--- src/rtl/mem_access_unit.sv ---
// mem_access_unit
// MEM-stage load/store unit. Turns one load or store from the EX/MEM register
// into a single data-cache transaction (word-aligned address, byte mask,
// lane-replicated write data). It holds the pipeline until the cache answers,
// then returns the sign/zero-extended load value for one cycle.
//
// Ports
//   clk, rst               clock, synchronous active-high reset
//   req_valid              MEM-stage instruction valid
//   mem_read, mem_write    memory-op flags of the MEM-stage control word
//   funct3                 access size/signedness (lb/lh/lw/lbu/lhu, sb/sh/sw)
//   addr, store_data       effective address and rs2 value
//   dmem_*                 data-cache request/response port
//   stall                  hold all pipeline registers this cycle
//   done                   one-cycle pulse, access finished (or faulted)
//   load_data, fault       result and status, valid while done=1
//                          (fault: 00 ok, 01 misaligned/illegal, 10 timeout)
module mem_access_unit #(
  parameter int MAX_WAIT = 255
) (
  input  logic        clk,
  input  logic        rst,
  input  logic        req_valid,
  input  logic        mem_read,
  input  logic        mem_write,
  input  logic [2:0]  funct3,
  input  logic [31:0] addr,
  input  logic [31:0] store_data,
  output logic [31:0] dmem_address,
  output logic        dmem_read,
  output logic        dmem_write,
  output logic [3:0]  dmem_wmask,
  output logic [31:0] dmem_wdata,
  input  logic [31:0] dmem_rdata,
  input  logic        dmem_resp,
  output logic        stall,
  output logic        done,
  output logic [31:0] load_data,
  output logic [1:0]  fault
);

  typedef enum logic [1:0] {
    IDLE = 2'd0,
    WAIT = 2'd1,
    RESP = 2'd2
  } state_t;

  // Counter only has to reach MAX_WAIT-1.
  localparam int CW = (MAX_WAIT > 1) ? $clog2(MAX_WAIT) : 1;
  localparam logic [CW-1:0] LAST_WAIT = CW'(MAX_WAIT - 1);

  state_t         state_r, state_nx;
  logic [31:0]    addr_r;
  logic [2:0]     f3_r;
  logic           rd_r, wr_r;
  logic [3:0]     mask_r;
  logic [31:0]    wdata_r;
  logic [CW-1:0]  cnt_r;
  logic [31:0]    load_r;
  logic [1:0]     fault_r;

  logic           accept_s;
  logic           illegal_s;
  logic           timeout_s;
  logic [3:0]     mask_s;
  logic [31:0]    wdata_s;

  // Select the addressed byte/half of the returned word and extend it.
  function automatic logic [31:0] extend_load(input logic [2:0]  f3,
                                              input logic [1:0]  off,
                                              input logic [31:0] rdata);
    logic [31:0] sh;
    sh = rdata >> {off, 3'b000};
    case (f3)
      3'b000:  extend_load = {{24{sh[7]}}, sh[7:0]};
      3'b001:  extend_load = {{16{sh[15]}}, sh[15:0]};
      3'b010:  extend_load = rdata;
      3'b100:  extend_load = {24'd0, sh[7:0]};
      3'b101:  extend_load = {16'd0, sh[15:0]};
      default: extend_load = 32'd0;
    endcase
  endfunction

  assign accept_s  = req_valid & (mem_read | mem_write);
  assign timeout_s = (MAX_WAIT != 0) && (cnt_r == LAST_WAIT);

  // Legality of the incoming request: op combination, funct3 and alignment.
  always_comb begin
    illegal_s = 1'b0;
    if (mem_read && mem_write) begin
      illegal_s = 1'b1;
    end else if (mem_read) begin
      case (funct3)
        3'b000, 3'b100: illegal_s = 1'b0;
        3'b001, 3'b101: illegal_s = addr[0];
        3'b010:         illegal_s = |addr[1:0];
        default:        illegal_s = 1'b1;
      endcase
    end else begin
      case (funct3)
        3'b000:  illegal_s = 1'b0;
        3'b001:  illegal_s = addr[0];
        3'b010:  illegal_s = |addr[1:0];
        default: illegal_s = 1'b1;
      endcase
    end
  end

  // Store byte enables and lane-replicated data; loads carry no mask.
  always_comb begin
    mask_s  = 4'b0000;
    wdata_s = 32'd0;
    if (mem_write && !mem_read) begin
      case (funct3[1:0])
        2'b00: begin
          mask_s  = 4'b0001 << addr[1:0];
          wdata_s = {4{store_data[7:0]}};
        end
        2'b01: begin
          mask_s  = 4'b0011 << addr[1:0];
          wdata_s = {2{store_data[15:0]}};
        end
        2'b10: begin
          mask_s  = 4'b1111;
          wdata_s = store_data;
        end
        default: begin
          mask_s  = 4'b0000;
          wdata_s = 32'd0;
        end
      endcase
    end else begin
      mask_s  = 4'b0000;
      wdata_s = 32'd0;
    end
  end

  // State register plus the request/response holding registers.
  always_ff @(posedge clk) begin
    if (rst) begin
      state_r <= IDLE;
      addr_r  <= 32'd0;
      f3_r    <= 3'd0;
      rd_r    <= 1'b0;
      wr_r    <= 1'b0;
      mask_r  <= 4'd0;
      wdata_r <= 32'd0;
      cnt_r   <= '0;
      load_r  <= 32'd0;
      fault_r <= 2'b00;
    end else begin
      state_r <= state_nx;
      case (state_r)
        IDLE: begin
          if (accept_s) begin
            addr_r  <= addr;
            f3_r    <= funct3;
            rd_r    <= mem_read;
            wr_r    <= mem_write;
            mask_r  <= mask_s;
            wdata_r <= wdata_s;
            cnt_r   <= '0;
            load_r  <= 32'd0;
            fault_r <= illegal_s ? 2'b01 : 2'b00;
          end
        end
        WAIT: begin
          cnt_r <= cnt_r + 1'b1;
          // A response in the timeout cycle still completes normally.
          if (dmem_resp) begin
            load_r  <= rd_r ? extend_load(f3_r, addr_r[1:0], dmem_rdata) : 32'd0;
            fault_r <= 2'b00;
          end else if (timeout_s) begin
            load_r  <= 32'd0;
            fault_r <= 2'b10;
          end
        end
        default: begin
        end
      endcase
    end
  end

  // Next state and outputs; cache port is driven only while waiting.
  always_comb begin
    state_nx     = state_r;
    stall        = 1'b0;
    done         = 1'b0;
    load_data    = 32'd0;
    fault        = 2'b00;
    dmem_read    = 1'b0;
    dmem_write   = 1'b0;
    dmem_address = 32'd0;
    dmem_wmask   = 4'd0;
    dmem_wdata   = 32'd0;
    case (state_r)
      IDLE: begin
        if (accept_s) begin
          stall    = 1'b1;
          state_nx = illegal_s ? RESP : WAIT;
        end else begin
          state_nx = IDLE;
        end
      end
      WAIT: begin
        stall        = 1'b1;
        dmem_read    = rd_r;
        dmem_write   = wr_r;
        dmem_address = {addr_r[31:2], 2'b00};
        dmem_wmask   = mask_r;
        dmem_wdata   = wdata_r;
        if (dmem_resp || timeout_s) begin
          state_nx = RESP;
        end else begin
          state_nx = WAIT;
        end
      end
      RESP: begin
        done      = 1'b1;
        load_data = load_r;
        fault     = fault_r;
        state_nx  = IDLE;
      end
      default: begin
        state_nx = IDLE;
      end
    endcase
  end

endmodule
--- config.mk ---
export PLATFORM = sky130hd
export DESIGN_NAME = mem_access_unit
export DESIGN_NICKNAME = d
export VERILOG_FILES = /design/src/rtl/mem_access_unit.sv
export SDC_FILE = /design/constraint.sdc
export NUM_CORES = 1
export LEC_CHECK = 0
export CAP_MARGIN = 20
export CORE_MARGIN = 1
export CORE_UTILIZATION = 30
export CTS_CLUSTER_SIZE = 30
export DETAILED_ROUTE_END_ITERATION = 12
export PLACE_DENSITY = 0.64
export SETUP_SLACK_MARGIN = 0.3
export SKIP_LAST_GASP = 1
export SLEW_MARGIN = 20
export SYNTH_ARGS = -nofsm -noshare
export SYNTH_HDL_FRONTEND = slang
export SYNTH_SLANG_ARGS = --single-unit
--- constraint.sdc ---
create_clock -name clk -period 2.1 [get_ports clk]
set_input_delay 0.63 -clock clk [delete_from_list [all_inputs] [get_ports clk]]
set_output_delay 0.63 -clock clk [all_outputs]
set_load 0.1 [all_outputs]
==> qor.csv <==
stage,metric,value,unit
synthesis,yosysMostFrequentCell,dfxtp_1,
clock_tree,clkLatencyLatePin,0.42,ns
grt,grt_pass1_wl,35400,um
synthesis,synth.distinct_cells,56,
synthesis,synth_adder_area_share,0.413,%
route,drt_iter0_markers,374,
clock_tree,numCtsBuffers,17,
route,vias_per_cell,5.05,
sta,post-route-min-period,2.28,ns
clock_tree,htreeDepth,4,
placed_design,port_buffers,208,
sta,slew_headroom,44.1,%
sta,tightest_slew,0.839,ns
synthesis,synth_top_family_by_area,simple AND/OR/NAND/NOR gates,
placed_design,placed_cells,1183,
synthesis,synth_flop_cell,dfxtp_1,
synthesis,syn_avg_cell_area,8.37,sq um
synthesis,synth-seq-cells,117,
placed_design,gp_congestion,0.848,
synthesis,syn_inst,724,
power_and_ir_drop,switchingPower,1900,uW
synthesis,synth_top_area_share,38.6,%
placed_design,dpl_cell_area,10100,sq um
sta,setup_ws,-0.180,ns
layout,drive_gt1_share,53.8,%
clock_tree,numClockSinks,117,
grt,grt_antenna_before_repair,1,
setup_path,r2r-end,wdata_r[13],
setup_path,r2r-start,state_r[0],
sta,min_period_over_period,109,%
setup_path,worstSetupPathType,reg2out,
synthesis,synth_mux_area_share,7.74,%
placed_design,detailedPlace.worstSlack,-0.465,ns
clock_tree,clockRootBuffer,clkbuf_16,
status,violations,negative setup slack,
sta,final_hold_viol_count,0,
clock_tree,postCtsHoldBufs,0,
floorplanning,die_y,144,um
worst_hold_path,holdPathStages,2,
job,drv_cap,0,
sta,skew,0.0103,ns
setup_path,crit_required,1.47,ns
power_and_ir_drop,p_seq_share,33.3,%
power_and_ir_drop,irDropWorstVdd,0.606,mV
clock_tree,clk_pin_slew_worst_paths,0.06,ns
setup_path,cp-start-kind,flop,
power_and_ir_drop,p_per_area,553,nW/um^2
synthesis,synth_edf_count,0,
route,routed_wl,24100,um
setup_path,cp_data_arrival_time,1.65,ns
layout,nets,1106,
grt,grt_overflow_total,0,
sta,setup_viol_count_final,194,
synthesis,synth_area_leaders,"dfxtp_1 (39%), and2_1 (11%), nand2_1 (5.9%)",
route,drt_pass1_iterations,4,
clock_tree,cts_tree,done,
layout,antenna_cells,0,
synthesis,syn_area,6060,sq um
setup_path,cp_max_fo,7,
power_and_ir_drop,p_leak,0.00502,uW
floorplanning,initial_utilization,30.8,%
floorplanning,num_rows,51,
placed_design,dp_hpwl,14000,um
floorplanning,die_width,144,um
synthesis,synth_warnings,0,
synthesis,async_flop_share,0,%
power_and_ir_drop,power_frac_clock,43.4,%
power_and_ir_drop,combPwrFrac,23.3,%
sta,slew_violations,0,
route,via_count,6450,
synthesis,synth-simple-area-share,26.3,%
floorplanning,core,19700,sq um
route,detail_route.wl_per_cell,18.8,um
layout,fin_area,12800,sq um
sta,fmax,0.439,GHz
worst_hold_path,min_from,addr_r[15],
synthesis,synth_xor_xnor_area_share,0.144,%
power_and_ir_drop,cellInternalPower,5190,uW
status,status,"complete, but fails checks",
synthesis,yosysSeqAreaShare,38.6,%
synthesis,ys_top_cells_by_count,"dfxtp_1 (117), and2_1 (102), nand2_1 (96)",
grt,grt_max_degree,58,
power_and_ir_drop,p_sw_share,26.8,%
worst_hold_path,min_path_type,reg2reg,
floorplanning,ios,211,
layout,areaGrowthSynthToFinish,112,%
grt,grt.total_usage,22.3,%
setup_path,cp-end-kind,output pin,
route,drcViolationCount,0,
floorplanning,dieArea,20800,sq um
setup_path,rrSetupSlack,-0.17,ns
sta,timing.hold.ws,0.467,ns
grt,first_global_vias,6536,
route,drtAntennaViolNets,0,
sta,grt_setup_unrepaired,true,
clock_tree,cts_max_path_buffers,2,
setup_path,reg2regPathDepth,11,
synthesis,synth_compound_area_share,21.6,%
synthesis,yosys.area.top_type,dfxtp_1,
layout,fin_cells,1277,
layout,post-route-util,65.2,%
worst_hold_path,min_to,addr_r[15],
power by group through the flow:
stage	logic, uW	clock network [uW]	registers [uW]
after global placement	1050	0	2380
after CTS	1460	3120	2350
final	1660	3080	2360
after floorplan	642	0	2370
after detailed placement	1060	0	2380
after global routing	1740	3240	2370
kinds of logic (layout without fill, tap and decap cells):
family,after synthesis,in the layout
AO/OA/AOI/OAI,193,193
XOR/XNOR,1,1
adder cells (fa/ha/maj),2,2
buffers and inverters,69,356
flip-flops,117,117
multiplexers,36,36
other,1,2
AND/OR/NAND/NOR,305,305
layer usage:
metal	routed length (um)	vias to the layer above	track usage, %
met5	0	-	0
met4	515	0	8.42
met3	1260	31	5.46
met2	11700	174	36.0
met1	10600	3133	28.6
li1	-	3112	-
flip-flops by register name, indices dropped and copies added (netlist names):
name and cells:
addr_r 32, cnt_r 8, f3_r 3, fault_r 2
load_r 32, mask_r 4, rd_r 1, state_r 2
wdata_r 32, wr_r 1
worst max-delay path, stage by stage, from the launching register on:
cell	delay, ns
dfxtp_4	0.37
nor2b_4	0.15
buf_6	0.16
buf_12	0.11
buf_16	0.11
and2_4	0.15
buf_12	0.17
repair_timing:
action / 4_1_cts / 5_1_grt
cloned: 19 / 8
buffers inserted: 25 / 10
gates resized for setup: 170 / 95
setup endpoints to repair: 213 / 216
pin swaps: 72 / 31
how the worst max path moves through the flow:
stage / startpoint / to / cells after the start
floorplan: mem_write / stall / 3
global placement: dmem_rdata[23] / load_r[31] / 5
detailed placement: dmem_rdata[23] / load_r[28] / 5
CTS: state_r[0] / dmem_wmask[0] / 6
global route: state_r[1] / dmem_wdata[8] / 6
finish: state_r[1] / dmem_wmask[0] / 6
metrics by stage:
step / power (uW) / setup TNS [ns]
final: 7090 / -20.23
after global routing: 7350 / -30.59
after CTS: 6920 / -13.86
after detailed placement: 3440 / -32.14
after global placement: 3430 / -30.95
after floorplan: 3010 / 0
cell usage in the layout, fill, tap and decap left out, drive strengths merged, types with 2 or more instances in the layout:
| cell | count |
|---|---|
| clkbuf | 29 |
| mux2 | 7 |
| a22oi | 30 |
| nor2b | 12 |
| mux4 | 8 |
| nor3b | 3 |
| a22o | 7 |
| a2bb2oi | 8 |
| a21oi | 67 |
| dlygate4sd2 | 3 |
| buf | 211 |
| nand2b | 5 |
| nand2 | 96 |
| o21ai | 23 |
| o2bb2ai | 25 |
| nand3b | 11 |
| nand3 | 19 |
| o211ai | 3 |
| and2 | 102 |
| ha | 2 |
| inv | 4 |
| dfxtp | 117 |
| nor3 | 4 |
| bufinv | 4 |
| nand4 | 4 |
| conb | 2 |
| or3 | 2 |
| or2 | 5 |
| clkdlybuf4s50 | 99 |
| nor2 | 35 |
| mux2i | 21 |
| clkinv | 5 |
| a211oi | 17 |
final cells by class:
cell class / instances / area, sq um
tap: 265 / 332
multi-input combinational: 539 / 4680
fill: 1486 / 6830
inverter: 4 / 15.0
sequential: 117 / 2350
timing repair buffer: 320 / 4830
clock inverter: 10 / 153
clock buffer: 22 / 464
Note: power is estimated with default switching activity, not from simulation.
